File: src/rtl/vip_src_arbiter.sv
// Frame-granularity round-robin arbiter in front of the shared RGB565->YCbCr converter.
// Forwards one source's frame, drains the converter latency, then reports size status.
module vip_src_arbiter #(
    parameter int H_ACT    = 640,
    parameter int V_ACT    = 480,
    parameter int CNT_W    = 12,
    parameter int PIPE_LAT = 3
) (
    input  logic        clk,
    input  logic        rst_n,
    input  logic        src0_req,
    input  logic        src0_vsync,
    input  logic        src0_hsync,
    input  logic        src0_de,
    input  logic [15:0] src0_data,
    input  logic        src1_req,
    input  logic        src1_vsync,
    input  logic        src1_hsync,
    input  logic        src1_de,
    input  logic [15:0] src1_data,
    output logic [1:0]  grant,
    output logic        busy,
    output logic        out_vsync,
    output logic        out_hsync,
    output logic        out_de,
    output logic [4:0]  out_red,
    output logic [5:0]  out_green,
    output logic [4:0]  out_blue,
    output logic        frame_done,
    output logic        frame_err,
    output logic        frame_src
);

    localparam int                 DRAIN_W    = (PIPE_LAT > 1) ? $clog2(PIPE_LAT) : 1;
    localparam logic [DRAIN_W-1:0] DRAIN_LAST = DRAIN_W'(PIPE_LAT - 1);
    localparam logic [CNT_W-1:0]   CNT_MAX    = {CNT_W{1'b1}};
    localparam logic [CNT_W-1:0]   H_EXP      = CNT_W'(H_ACT);
    localparam logic [CNT_W-1:0]   V_EXP      = CNT_W'(V_ACT);

    typedef enum logic [1:0] {
        S_IDLE,
        S_WAIT_SOF,
        S_ACTIVE,
        S_DRAIN
    } state_t;

    state_t             r_state;
    state_t             w_state_next;
    logic               r_sel;
    logic               w_sel_next;
    logic               r_last_grant;
    logic               w_last_next;
    logic               w_start;
    logic               w_pass;
    logic               w_drain_done;

    logic [1:0]         w_req;
    logic [1:0]         w_vs;
    logic [1:0]         w_hs;
    logic [1:0]         w_de;
    logic [15:0]        w_data [2];
    logic               r_vs_d [2];

    logic               w_sel_vs;
    logic               w_sel_hs;
    logic               w_sel_de;
    logic [15:0]        w_sel_data;
    logic               w_sof;
    logic               w_eof;

    logic               r_out_vs;
    logic               r_out_hs;
    logic               r_out_de;
    logic [15:0]        r_out_data;
    logic [DRAIN_W-1:0] r_drain_cnt;
    logic [CNT_W-1:0]   r_pix_cnt;
    logic [CNT_W-1:0]   w_pix_next;
    logic [CNT_W-1:0]   r_line_cnt;
    logic [CNT_W-1:0]   w_line_next;
    logic               r_err;
    logic               w_err_next;
    logic               w_de_fall;
    logic               r_frame_done;
    logic               r_frame_err;
    logic               r_frame_src;

    assign w_req     = {src1_req, src0_req};
    assign w_vs      = {src1_vsync, src0_vsync};
    assign w_hs      = {src1_hsync, src0_hsync};
    assign w_de      = {src1_de, src0_de};
    assign w_data[0] = src0_data;
    assign w_data[1] = src1_data;

    generate
        for (genvar gi = 0; gi < 2; gi++) begin : g_vs_d
            always_ff @(posedge clk or negedge rst_n) begin
                if (!rst_n) begin
                    r_vs_d[gi] <= 1'b0;
                end else begin
                    r_vs_d[gi] <= w_vs[gi];
                end
            end
        end
    endgenerate

    assign w_sel_vs   = w_vs[r_sel];
    assign w_sel_hs   = w_hs[r_sel];
    assign w_sel_de   = w_de[r_sel];
    assign w_sel_data = w_data[r_sel];
    assign w_sof      = r_vs_d[r_sel] & ~w_sel_vs;
    assign w_eof      = ~r_vs_d[r_sel] & w_sel_vs;

    always_comb begin
        w_state_next = r_state;
        w_sel_next   = r_sel;
        w_last_next  = r_last_grant;
        w_start      = 1'b0;
        w_pass       = 1'b0;
        w_drain_done = 1'b0;
        case (r_state)
            S_IDLE: begin
                if (w_req[0] ^ w_req[1]) begin
                    w_sel_next = w_req[1];
                    w_start    = 1'b1;
                end else if (&w_req) begin
                    w_sel_next = ~r_last_grant;
                    w_start    = 1'b1;
                end
                if (w_start) begin
                    w_state_next = S_WAIT_SOF;
                end
            end
            S_WAIT_SOF: begin
                // SOF takes priority over a request drop in the same cycle
                if (w_sof) begin
                    w_pass       = 1'b1;
                    w_state_next = S_ACTIVE;
                end else if (!w_req[r_sel]) begin
                    w_state_next = S_IDLE;
                end
            end
            S_ACTIVE: begin
                w_pass = 1'b1;
                if (w_eof) begin
                    w_state_next = S_DRAIN;
                end
            end
            S_DRAIN: begin
                if (r_drain_cnt == DRAIN_LAST) begin
                    w_drain_done = 1'b1;
                    w_last_next  = r_sel;
                    w_state_next = S_IDLE;
                end
            end
            default: w_state_next = S_IDLE;
        endcase
    end

    always_ff @(posedge clk or negedge rst_n) begin
        if (!rst_n) begin
            r_state      <= S_IDLE;
            r_sel        <= 1'b0;
            r_last_grant <= 1'b1;
        end else begin
            r_state      <= w_state_next;
            r_sel        <= w_sel_next;
            r_last_grant <= w_last_next;
        end
    end

    // r_out_de holds the previous passed de, so it doubles as the edge reference
    always_comb begin
        w_de_fall   = r_out_de & ~w_sel_de;
        w_pix_next  = r_pix_cnt;
        w_line_next = r_line_cnt;
        w_err_next  = r_err;
        if (w_de_fall) begin
            w_pix_next = '0;
            if (r_pix_cnt != H_EXP) begin
                w_err_next = 1'b1;
            end
            if (r_line_cnt != CNT_MAX) begin
                w_line_next = r_line_cnt + 1'b1;
            end
        end else if (w_sel_de && (r_pix_cnt != CNT_MAX)) begin
            w_pix_next = r_pix_cnt + 1'b1;
        end
        if ((r_state == S_ACTIVE) && w_eof && ((w_line_next != V_EXP) || w_sel_de)) begin
            w_err_next = 1'b1;
        end
    end

    always_ff @(posedge clk or negedge rst_n) begin
        if (!rst_n) begin
            r_out_vs     <= 1'b0;
            r_out_hs     <= 1'b0;
            r_out_de     <= 1'b0;
            r_out_data   <= '0;
            r_drain_cnt  <= '0;
            r_pix_cnt    <= '0;
            r_line_cnt   <= '0;
            r_err        <= 1'b0;
            r_frame_done <= 1'b0;
            r_frame_err  <= 1'b0;
            r_frame_src  <= 1'b0;
        end else begin
            if (w_pass) begin
                r_out_vs   <= w_sel_vs;
                r_out_hs   <= w_sel_hs;
                r_out_de   <= w_sel_de;
                r_out_data <= w_sel_data;
            end else begin
                r_out_vs   <= 1'b0;
                r_out_hs   <= 1'b0;
                r_out_de   <= 1'b0;
                r_out_data <= '0;
            end

            if (r_state == S_DRAIN) begin
                r_drain_cnt <= r_drain_cnt + 1'b1;
            end else begin
                r_drain_cnt <= '0;
            end

            if (w_start) begin
                r_pix_cnt  <= '0;
                r_line_cnt <= '0;
                r_err      <= 1'b0;
            end else if (w_pass) begin
                r_pix_cnt  <= w_pix_next;
                r_line_cnt <= w_line_next;
                r_err      <= w_err_next;
            end

            r_frame_done <= w_drain_done;
            if (w_drain_done) begin
                r_frame_err <= r_err;
                r_frame_src <= r_sel;
            end
        end
    end

    assign grant      = (r_state == S_IDLE) ? 2'b00 : (r_sel ? 2'b10 : 2'b01);
    assign busy       = (r_state != S_IDLE);
    assign out_vsync  = r_out_vs;
    assign out_hsync  = r_out_hs;
    assign out_de     = r_out_de;
    assign out_red    = r_out_data[15:11];
    assign out_green  = r_out_data[10:5];
    assign out_blue   = r_out_data[4:0];
    assign frame_done = r_frame_done;
    assign frame_err  = r_frame_err;
    assign frame_src  = r_frame_src;

endmodule

File: config.mk
export PLATFORM = sky130hd
export DESIGN_NAME = vip_src_arbiter
export DESIGN_NICKNAME = d
export VERILOG_FILES = /design/src/rtl/vip_src_arbiter.sv
export SDC_FILE = /design/constraint.sdc
export NUM_CORES = 1
export LEC_CHECK = 0
export BUFFER_PORTS_ARGS = -buffer_cell sky130_fd_sc_hd__clkbuf_2
export CORE_MARGIN = 1
export CORE_UTILIZATION = 40
export CTS_BUF_LIST = sky130_fd_sc_hd__clkbuf_16
export CTS_CLUSTER_SIZE = 16
export DETAILED_ROUTE_END_ITERATION = 7
export SLEW_MARGIN = 0
export SYNTH_ARGS = -nofsm -noshare
export SYNTH_HDL_FRONTEND = slang
export SYNTH_SLANG_ARGS = --single-unit
File: constraint.sdc
create_clock -name clk -period 6.5 [get_ports clk]
set_input_delay 0.65 -clock clk [delete_from_list [all_inputs] [get_ports clk]]
set_output_delay 0.65 -clock clk [all_outputs]
set_load 0.1 [all_outputs]
==> results.json <==
{
  "outcome": "finished clean",
  "min_from": "r_drain_cnt[0]$_DFF_PN0_",
  "gr-usage-met2_pct": 27.0,
  "cts_resized": 0,
  "syn-instance-count": 313,
  "setup_ws_ns": 3.89,
  "r2r_cells": 8,
  "cts_setup_buffers": 0,
  "antenna_found_initial": 0,
  "slowest_stage": "o31ai_4",
  "clk-insertion-delay-late_ns": 0.28,
  "num_vias": 2436,
  "rows": 31,
  "arrival_ns": 2.77,
  "ioPinCount": 67,
  "rsz0062_at_grt": "false",
  "endpoint_kind": "flip-flop",
  "first_iter_violations": 88,
  "die-height_um": 89.0,
  "critPathRequiredTime_ns": 6.66,
  "h-tree-depth": 2,
  "r2r_setup_slack_ns": 3.89,
  "yosys_register_bits": 55,
  "cap_violations": 0,
  "final_cell_mix": "66 x clkbuf_2, 54 x nor2_1, 54 x dfrtp_1, 24 x nand2_1, 19 x mux2i_1",
  "synth_flop_cell": "dfrtp_1",
  "dp_hpwl_um": 4630,
  "root_buffer": "clkbuf_16",
  "track_usage_pct": 16.5,
  "wl_um": 6280,
  "final_hold_viol_count": 0,
  "power_density_mw_per_mm2": 349,
  "drive_above_1_share_pct": 23.6,
  "path_clk_slew_ns": 0.07,
  "gp_congestion": 0.880,
  "r2r-end": "r_pix_cnt[6]$_DFFE_PN0P_",
  "worstHoldPathCells": 1,
  "tns_ns": 0,
  "grt_first_pass_wirelength_um": 10100,
  "worstMarginPinSlew_ns": 1.08,
  "crit_fanout": 24,
  "yosysSeqAreaShare_pct": 45.6,
  "clock_path_buffers": 2,
  "yosys.area.top_type": "dfrtp_1",
  "first_pass_iters": 4,
  "hold_buffers": 0,
  "diodes": 0,
  "vias_per_cell": 5.12,
  "overflow": 0,
  "layout_min_cycle_time_ns": 2.61,
  "crit_chain": "inv_1 > ha_1 > and4bb_2 > o31ai_4 > a221oi_4 > or3b_1 > xor2_1 > nor2_1",
  "use_met1_pct": 22.2,
  "worstSetupPathType": "flip-flop to flip-flop",
  "ys_async_sr_fraction_pct": 100,
  "grt_max_degree": 56,
  "synthDistinctLibCells": 56,
  "cpPeakStageDelay_ns": 0.90,
  "wl_per_cell_um": 13.2,
  "numCtsBuffers": 5,
  "peakVddDrop_mv": 0.136,
  "cts_tree": "yes",
  "fillers": 752,
  "layoutNonFillerInstCount": 476,
  "synth_edf_count": 0,
  "use_met3_pct": 3.60,
  "avgSynthCellArea_um2": 9.66,
  "finalMaxSlewViolations": 0,
  "hold_path_class": "flip-flop to flip-flop",
  "fmax_mhz": 383,
  "final.setup_skew_ns": 0.00367,
  "ant_nets": 0,
  "dpl_cell_area_mm2": 0.00344,
  "crit_path_start_kind": "flip-flop",
  "grt_pass1_vias": 2153,
  "yosysWarningCount": 0,
  "synthTopCellsByArea": "dfrtp_1 45%, nor2_1 6.7%, mux2i_1 6.3%",
  "final_core_util_pct": 49.1,
  "portBuffers": 66,
  "p_leak_uw": 0.00172,
  "core_mm2": 0.00729,
  "cp_top_family": "compound AO/OA/AOI/OAI gates",
  "initial_utilization_pct": 41.5,
  "slew_headroom_pct": 28.3,
  "dp_cells": 468,
  "die_width_um": 89.0,
  "hold_path_end": "r_drain_cnt[0]$_DFF_PN0_",
  "synth_nets": 364,
  "grt.busiest_layer": "met2",
  "setup_viol": 0,
  "syn2layout_area_growth_pct": 18.5,
  "dieArea_mm2": 0.00791,
  "place_ws_ns": 3.72,
  "synth_area_mm2": 0.00302,
  "final_cell_area_mm2": 0.00358,
  "fin_nets": 427,
  "critical_path_buf_inv_count": 1,
  "synth_top_area_share_pct": 44.7,
  "final_common_cell": "clkbuf_2",
  "min_period_over_period_pct": 40.1,
  "drc": 0,
  "clock_sinks": 55
}
==> per-layer routing <==
metal / share of wire, % / routed length (um)
met2: 46 / 2920
met1: 47 / 2980
met4: 1.3 / 80
met3: 4.8 / 304
met5: 0 / 0
==> sequential cells by signal, indices dropped and copies added, names as in the netlist, 2 cells and up, named ones only <==
| signal | cells |
|---|---|
| r_out_data | 16 |
| r_line_cnt | 12 |
| r_pix_cnt | 12 |
| r_drain_cnt | 2 |
| r_vs_d | 2 |
==> per-stage QoR <==
step                power [uW]  hold slack, ns
finish                    1250           0.434
floorplan                  899           0.354
global route              1320           0.461
detailed placement        1010           0.426
global placement           999           0.418
CTS                       1270           0.436
==> cell usage after synthesis (2+ instances only) <==
master and instances:
and2_1 4, nand2b_1 3, dfrtp_1 54, nand4_1 7
nor2b_1 6, a21o_1 2, nand3_1 15, nand3b_1 3
xnor2_1 3, inv_1 14, clkbuf_1 8, and3_1 3
ha_1 9, mux2_2 2, nor2_1 54, nor3b_1 3
nor3_1 8, or3_1 2, xor2_1 14, nor4_1 5
nand2_1 24, mux2i_1 19, o21ai_0 5, buf_2 3
a22oi_1 2, o21ai_1 4, a21oi_1 7, a32oi_1 2
==> kinds of logic (layout without fill, tap and decap cells) <==
logic type	Yosys count	in the layout	synth area share, %
flip-flops	55	55	45.6
multiplexers	23	23	8.15
buffers and inverters	27	91	3.72
adder cells (fa/ha/maj)	9	9	3.72
AND/OR/NAND/NOR	148	148	25.4
XOR/XNOR	17	17	4.92
AO/OA/AOI/OAI	34	34	8.48
==> power by group <==
part           total [uW]  leakage (uW)  switching [uW]  internal (uW)
Sequential            400      0.000753            21.1            379
Clock                 258     0.0000674             116            142
Combinational         593      0.000895             453            140
Total                1250       0.00172             591            661
==> worst reg2reg max path, cell delays in order (launching register included) <==
cell,delay (ns)
dfrtp_1,0.38
inv_1,0.08
ha_1,0.21
and4bb_2,0.26
o31ai_4,0.90
a221oi_4,0.21
or3b_1,0.24
xor2_1,0.14
nor2_1,0.05
==> how the worst max path moves through the flow <==
stage	cells after the start	endpoint	from	slack (ns)
after floorplan	3	grant[1]	r_sel$_DFFE_PN0P_	3.57
after global placement	7	r_line_cnt[9]$_DFFE_PN0P_	src0_vsync	3.76
after detailed placement	7	r_line_cnt[9]$_DFFE_PN0P_	src0_vsync	3.72
after CTS	8	r_line_cnt[9]$_DFFE_PN0P_	flip-flop	3.82
after global routing	8	r_line_cnt[3]$_DFFE_PN0P_	flip-flop	3.58
final	8	r_pix_cnt[6]$_DFFE_PN0P_	flip-flop	3.89
==> area by class of cell <==
class | instances | area, um2 | area share, %
clock buffers | 5 | 125 | 3.49
clock inverters | 3 | 20.0 | 0.559
inverters | 15 | 56.3 | 1.57
multi-input cells | 231 | 1530 | 42.8
flip-flops and latches | 55 | 1380 | 38.5
well taps | 99 | 124 | 3.46
repair buffers | 68 | 345 | 9.64
(Power assumes the default switching activity.)
